--- config.mk ---
export PLATFORM = sky130hd
export DESIGN_NAME = simd_sat_stage
export DESIGN_NICKNAME = d
export VERILOG_FILES = /design/src/rtl/simd_pkg.sv /design/src/rtl/sat_byte_mux.sv /design/src/rtl/simd_sat_stage.sv
export SDC_FILE = /design/constraint.sdc
export NUM_CORES = 1
export LEC_CHECK = 0
export BUFFER_PORTS_ARGS = -buffer_cell sky130_fd_sc_hd__buf_2
export CELL_PAD_IN_SITES_DETAIL_PLACEMENT = 0
export CELL_PAD_IN_SITES_GLOBAL_PLACEMENT = 1
export CORE_UTILIZATION = 47
export CTS_CLUSTER_DIAMETER = 30
export CTS_CLUSTER_SIZE = 30
export DETAILED_ROUTE_END_ITERATION = 6
export PLACE_DENSITY = 0.86
export SLEW_MARGIN = 20
export SYNTH_ARGS = -nofsm -noshare
export SYNTH_HDL_FRONTEND = slang
export SYNTH_HIERARCHICAL = 1
export SYNTH_SLANG_ARGS = --single-unit
--- constraint.sdc ---
create_clock -name clk -period 6.2 [get_ports clk]
set_clock_uncertainty 0.05 [all_clocks]
set_input_delay 1.24 -clock clk [delete_from_list [all_inputs] [get_ports clk]]
set_output_delay 1.24 -clock clk [all_outputs]
set_load 0.05 [all_outputs]
--- src/rtl/simd_pkg.sv ---
// Shared definitions for the packed-SIMD saturation datapath:
// width codes, lane count, saturation byte constants and the buffer entry layout.
package simd_pkg;

   localparam logic [1:0] W8  = 2'b00;
   localparam logic [1:0] W16 = 2'b01;
   localparam logic [1:0] W32 = 2'b10;

   localparam int NUM_LANES = 4;
   localparam int BUF_DEPTH = 2;

   localparam logic [7:0] SAT_POS_MSB = 8'h7F;
   localparam logic [7:0] SAT_POS_LO  = 8'hFF;
   localparam logic [7:0] SAT_NEG_MSB = 8'h80;
   localparam logic [7:0] SAT_NEG_LO  = 8'h00;

   // One output-buffer slot: the saturated word plus its sideband.
   typedef struct packed {
      logic [31:0]          data;
      logic [1:0]           width;
      logic [NUM_LANES-1:0] sat;
   } entry_t;

endpackage

--- src/rtl/sat_byte_mux.sv ---
// Per-byte saturation substitute: replaces one byte of the raw sum with the
// signed max/min fragment when saturation is enabled for that byte.
module sat_byte_mux
   import simd_pkg::*;
(
   input  logic [7:0] byte_in,
   input  logic       enable,
   input  logic       sign,
   input  logic       last,
   output logic [7:0] byte_out
);

   // Choose the raw byte or the max/min fragment for this byte position.
   always_comb begin
      // NOTE: assigning a default first means every path writes byte_out, so no latch is inferred.
      byte_out = byte_in;
      if (enable) begin
         if (sign) byte_out = last ? SAT_POS_MSB : SAT_POS_LO;
         else      byte_out = last ? SAT_NEG_MSB : SAT_NEG_LO;
      end
   end

endmodule

--- src/rtl/simd_sat_stage.sv ---
// Saturation substitute stage with a 2-entry valid/ready output buffer and
// sticky per-byte saturation status.
// Optional macro SIMD_SAT_COUNT_EN adds a 16-bit saturating count of
// accepted beats that carried any saturation (sat_count port).
module simd_sat_stage
   import simd_pkg::*;
(
   input  logic                 clk,
   input  logic                 rst,
   input  logic                 in_valid,
   output logic                 in_ready,
   input  logic [31:0]          sum,
   input  logic [1:0]           width,
   input  logic [NUM_LANES-1:0] sat_enable,
   input  logic [NUM_LANES-1:0] sat_sign,
   input  logic [NUM_LANES-1:0] sat_last,
   output logic                 out_valid,
   input  logic                 out_ready,
   output logic [31:0]          result,
   output logic [1:0]           out_width,
   output logic [NUM_LANES-1:0] out_sat,
   output logic [NUM_LANES-1:0] sticky_sat,
   input  logic                 sticky_clr
`ifdef SIMD_SAT_COUNT_EN
   ,
   output logic [15:0]          sat_count
`endif
);

   logic [31:0] sat_word;
   entry_t      fifo_mem [BUF_DEPTH];
   logic        wr_ptr;
   logic        rd_ptr;
   logic [1:0]  count;
   logic        push;
   logic        pop;

   // Byte substitution ahead of the buffer; lane grouping is already encoded
   // in the per-byte vectors, so width plays no part here.
   for (genvar i = 0; i < NUM_LANES; i++) begin : g_lane
      sat_byte_mux u_mux (
         .byte_in  (sum[8*i +: 8]),
         .enable   (sat_enable[i]),
         .sign     (sat_sign[i]),
         .last     (sat_last[i]),
         .byte_out (sat_word[8*i +: 8])
      );
   end

   // Handshake qualifiers; ready depends only on occupancy, never on out_ready.
   always_comb begin
      in_ready  = (count < 2'd2);
      out_valid = (count != 2'd0);
      push      = in_valid && in_ready;
      pop       = out_valid && out_ready;
   end

   // Buffer storage and pointers.
   always_ff @(posedge clk or posedge rst) begin
      // NOTE: sequential state uses non-blocking assignments so every register samples pre-edge values.
      if (rst) begin
         // NOTE: the two slots are reset because result must read 0 straight out of reset.
         for (int i = 0; i < BUF_DEPTH; i++) fifo_mem[i] <= '0;
         wr_ptr <= 1'b0;
         rd_ptr <= 1'b0;
      end else begin
         if (push) begin
            fifo_mem[wr_ptr] <= '{data: sat_word, width: width, sat: sat_enable};
            wr_ptr           <= ~wr_ptr;
         end
         if (pop) rd_ptr <= ~rd_ptr;
      end
   end

   // Occupancy count: push and pop together leave it unchanged.
   always_ff @(posedge clk or posedge rst) begin
      if (rst) begin
         count <= 2'd0;
      end else begin
         case ({push, pop})
            2'b10:   count <= count + 2'd1;
            2'b01:   count <= count - 2'd1;
            default: count <= count;
         endcase
      end
   end

   // Head of the buffer drives the outputs; stale when empty.
   always_comb begin
      result    = fifo_mem[rd_ptr].data;
      out_width = fifo_mem[rd_ptr].width;
      out_sat   = fifo_mem[rd_ptr].sat;
   end

   // Sticky status: a same-cycle accept overrides the clear.
   always_ff @(posedge clk or posedge rst) begin
      if (rst) begin
         sticky_sat <= '0;
      end else if (push) begin
         sticky_sat <= (sticky_clr ? '0 : sticky_sat) | sat_enable;
      end else if (sticky_clr) begin
         sticky_sat <= '0;
      end
   end

`ifdef SIMD_SAT_COUNT_EN
   logic counted;
   assign counted = push && (|sat_enable);

   // Saturating count of accepted beats that saturated any byte.
   always_ff @(posedge clk or posedge rst) begin
      if (rst) begin
         sat_count <= 16'd0;
      end else if (sticky_clr) begin
         sat_count <= counted ? 16'd1 : 16'd0;
      end else if (counted && (sat_count != 16'hFFFF)) begin
         sat_count <= sat_count + 16'd1;
      end
   end
`endif

endmodule

## Word-level counts from Yosys, hierarchy flattened

Index checks and enable logic that the tools add are counted.

- Add/subtract/negate cells: 2
- $lt $le $gt $ge: 4
- Equality and inequality tests: 2
- Muxes and demuxes: 25
- Bitwise logic cells: 5
- Reduce and logical (&&, ||, !) cells: 5

Operator list:

| cell | count |
|---|---|
| 38-bit two-way mux | 4 |
| 8-bit two-way mux | 16 |
| 76-bit bitwise mux | 1 |
| 38-bit demux with 1-bit select | 1 |
| 4-bit two-way mux | 2 |
| 2-bit greater-or-equal comparator (second input constant) | 2 |
| 1-bit NOT with 2-bit output | 2 |
| 4-bit OR | 1 |
| 2-bit case mux with 2 select lines | 1 |
| 2-bit nonzero test | 2 |
| 1-bit logical AND | 3 |
| 2-bit by 1-bit adder with 2-bit output (second input constant) | 1 |
| 2-bit by 1-bit == test with 1-bit output (second input constant) | 1 |
| 2-bit == test (second input constant) | 1 |
| 2-bit by 1-bit < comparator with 1-bit output (second input constant) | 1 |
| 2-bit < comparator (second input constant) | 1 |
| 1-bit NOT | 2 |
| 2-bit by 1-bit subtractor with 2-bit output (second input constant) | 1 |

- Flip-flop bits (word level): 84
- Output and inout bits: 44
- Logic and storage cells: 53

## Longest topological paths before layout

- Depth after elaboration: 6
- Depth in mapped cells: 6
- Mapped depth without buffers: 6

## Modules after synthesis

The synthesis kept the hierarchy.

Modules (own cells, without submodules):

| module | times used | cells an instance | area each (µm²) | sequential area each (µm²) |
|---|---|---|---|---|
| simd_sat_stage | 1 | 237 | 3806.2 | 2102.0 |
| sat_byte_mux | 4 | 19 | 93.8 | 0.0 |

## Worst setup path before layout

No wires, ideal clock.

- Path kind: reg2out
- Start point: register rd_ptr
- End point: output port result[19]
- Data arrival time: 1.234 ns
- Data required time: 4.910 ns
- Setup slack: 3.676 ns
- Cell stages (with the launch flop): 4
- Path buffers: 2
- Cells stage by stage: dfrtp_1 > buf_2 > buf_2 > mux2_2

- Longest elaborated chain between the ends: 4

RTL lines:

| what | RTL line | text |
|---|---|---|
| from (decl) | simd_sat_stage.sv:33 | `logic rd_ptr;` |
| from (signal assigned) | simd_sat_stage.sv:71 | `if (pop) rd_ptr <= ~rd_ptr;` |
| 1-bit NOT with 2-bit output (not written as such) | simd_sat_stage.sv:90 | `result = fifo_mem[rd_ptr].data;` |
| 38-bit two-way mux (3 in series) | -- |  |
| to (decl) | simd_sat_stage.sv:19 | `output logic [31:0] result,` |

Every way passes these cells. The select of a mux whose other input is x is not followed.

## Worst setup path after layout

- Start point: register rd_ptr
- End point: output port result[13]

Same word-level chain as after synthesis.

==> impl_metrics.yaml <==
synth:
  synth_area_mm2: 0.004182
  ys.warnings.count: 6
  synth_cell_types: 20
  synth_cells: 313
  mappedNetlistNets: 365
  synth_sequential_area_ratio: 0.5027
  yosys_register_bits: 84
  syn_area_per_cell_um2: 13.36
route:
  routed_wl_mm: 8.104
  drt_pass1_iterations: 4
  drc: 0
  first_iter_violations: 85
  routed_wire_length_per_instance_um: 15.68
  route.vias.total: 2573
  viasPerCell: 4.977
  detail-route-antenna-nets: 0
final_layout:
  final_common_cell: "sky130_fd_sc_hd__buf_2"
  fin_cells: 517
  area_growth_syn_to_layout_pct: 16.94
  fin_nets: 456
  final_layout_size_suffix_gt1_frac: 0.5672
  most-common-layout-cells: "94 x sky130_fd_sc_hd__buf_2, 83 x sky130_fd_sc_hd__dfrtp_1, 74 x sky130_fd_sc_hd__mux2_2"
  n_antenna_cell: 0
sta:
  timing.max_slew.rel_slack: 0.3735
  timing_worst_slew_pin_value_ns: 0.9398
  layout_worst_path_cycle_share: 0.5290
  clock.fmax_mhz: 304.9
  whs_ns: 0.4539
  setup-violations-final: 0
  grt_setup_unrepaired: "false"
  hold_viol: 0
  fin_setup_tns_ns: 0
  finalCriticalPeriod_ns: 3.280
  final-max-slew-violation-count: 0
grt:
  maximum_number_of_pins_on_one_net_before_global_route_repair: 85
  grt_remaining_overflow: 0
  grt_first_pass_wirelength_mm: 13.16
  grt_util_all_layers: 0.1882
  antenna_found_initial: 0
  first_global_vias: 2661
cts:
  clock_path_buffers: 2
  path_clk_slew_ns: 0.08
  postCtsSetupRepairBufs: 0
  cts.hold.buffers_added: 0
  cts.repair.resized: 0
  cts.sink_count: 84
  tritoncts: "yes"
  cts_inserted_buffers: 9
  ctsHtreeMaxLevel: 3
  clock_insertion_delay_worst_skew_ns: 0.33
  root_buffer: "sky130_fd_sc_hd__clkbuf_8"
floorplan:
  core_area_mm2: 0.008678
  floorplan.initialDensity: 0.4818
  io_pins: 95
  chipWidth_um: 96.33
  fp.dieH_um: 96.33
  num_rows: 34
  die_area_mm2: 0.009279
placed_design:
  placed_cells_incl_taps: 501
  gpl.final_weighted_congestion: 0.7548
  post-dp-hpwl_mm: 5.405
  io_buffer_count: 94
outcome:
  run_status: "finished clean"
setup_path:
  regToRegSetupSlack_ns: 4.28
  cp-end-kind: "primary output"
  timing_worst_setup_path_type: "flop to primary output"
  critical_path.startpoint_type: "flop"
  critical_path_arrival_ns: 1.99
  cp.required_ns: 4.91
  crit_path_start: "rd_ptr$_DFFE_PP0P_"
  regToRegStartpoint: "count[1]$_DFFE_PP0P_"
  timing.critical_path.fanout_max: 39
min_path:
  min-delay-path-class: "flop to flop"
  min_from: "fifo_mem[5]$_DFFE_PP0P_"
flow_run:
  timing.max_cap.violations: 0
## final cells by class
type	count	area, um2
clock buffers	11	141.4
multi-input cells	178	1803
clock inverters	5	85.08
well taps	108	135.1
fillers	765	3789
inverters	35	132.6
flip-flops and latches	84	2103
repair buffers	96	489.2
## worst max-delay path, stage by stage (launching register included)
cell and delay, ns:
sky130_fd_sc_hd__dfrtp_2 0.98, sky130_fd_sc_hd__mux2_2 0.43, sky130_fd_sc_hd__buf_2 0.21
## state kept, by name (all words and copies together), names as in the netlist
signal	cells
rd_ptr	1
count	2
wr_ptr	1
sticky_sat	4
fifo_mem	76
## synth_stat cells
cell                      number  area (um2)
sky130_fd_sc_hd__a21oi_1       4       20.02
sky130_fd_sc_hd__and2_1        1       6.260
sky130_fd_sc_hd__buf_2         5       25.02
sky130_fd_sc_hd__buf_4         1       7.510
sky130_fd_sc_hd__buf_6         8       90.09
sky130_fd_sc_hd__buf_8         2       30.03
sky130_fd_sc_hd__dfrtp_1      84        2102
sky130_fd_sc_hd__ha_1          1       12.51
sky130_fd_sc_hd__inv_1        34       127.6
sky130_fd_sc_hd__inv_2         1       3.750
sky130_fd_sc_hd__mux2_2       74       833.3
sky130_fd_sc_hd__mux2_4       40       600.6
sky130_fd_sc_hd__nand2_1       9       33.78
sky130_fd_sc_hd__nor2_1        5       18.77
sky130_fd_sc_hd__nor2_4        1       11.26
sky130_fd_sc_hd__nor2b_4       1       13.76
sky130_fd_sc_hd__o21ai_0      32       160.2
sky130_fd_sc_hd__or2_2         1       6.260
sky130_fd_sc_hd__xnor2_1       8       70.07
sky130_fd_sc_hd__xor2_1        1       8.760
## cell families (layout without fill, tap and decap cells)
kind of cell | count (synthesis) | count (layout) | synth area share
buf+inv | 51 | 147 | 0.06792
simple gates | 18 | 18 | 0.02154
mux | 114 | 114 | 0.3429
xor+xnor | 9 | 9 | 0.01885
flops | 84 | 84 | 0.5027
compound gates | 36 | 36 | 0.04309
fa+ha+maj | 1 | 1 | 0.002992
## stage by stage
stage,setup WS (ns),cell area [um2],utilization
final,2.920,4890,0.5634
after floorplan,2.745,4182,-
after CTS,2.876,4886,0.5630
after global placement,3.233,4654,0.5363
after detailed placement,3.263,4659,0.5369
after global routing,2.833,4890,0.5634
## layer usage
metal	track usage	vias up	share of wire	wire length, um
met5	0	-	0	0
met4	0.06618	0	0.0080	65
met3	0.02370	7	0.035	286
met2	0.3085	54	0.49	3968
met1	0.2575	1278	0.47	3784
li1	-	1234	-	-
## path summary, 6_finish.rpt
kind / end / cells past startpoint
min: fifo_mem[5]$_DFFE_PP0P_ / 1
max: result[13] / 2
min in group asynchronous: fifo_mem[54]$_DFFE_PP0P_ / 3
max reg2reg: fifo_mem[57]$_DFFE_PP0P_ / 5
min reg2reg: fifo_mem[5]$_DFFE_PP0P_ / 1
max in group asynchronous: rd_ptr$_DFFE_PP0P_ / 3
Power is not shown: default switching activity piles up to over one toggle a cycle in this logic, so the estimate is an artifact.
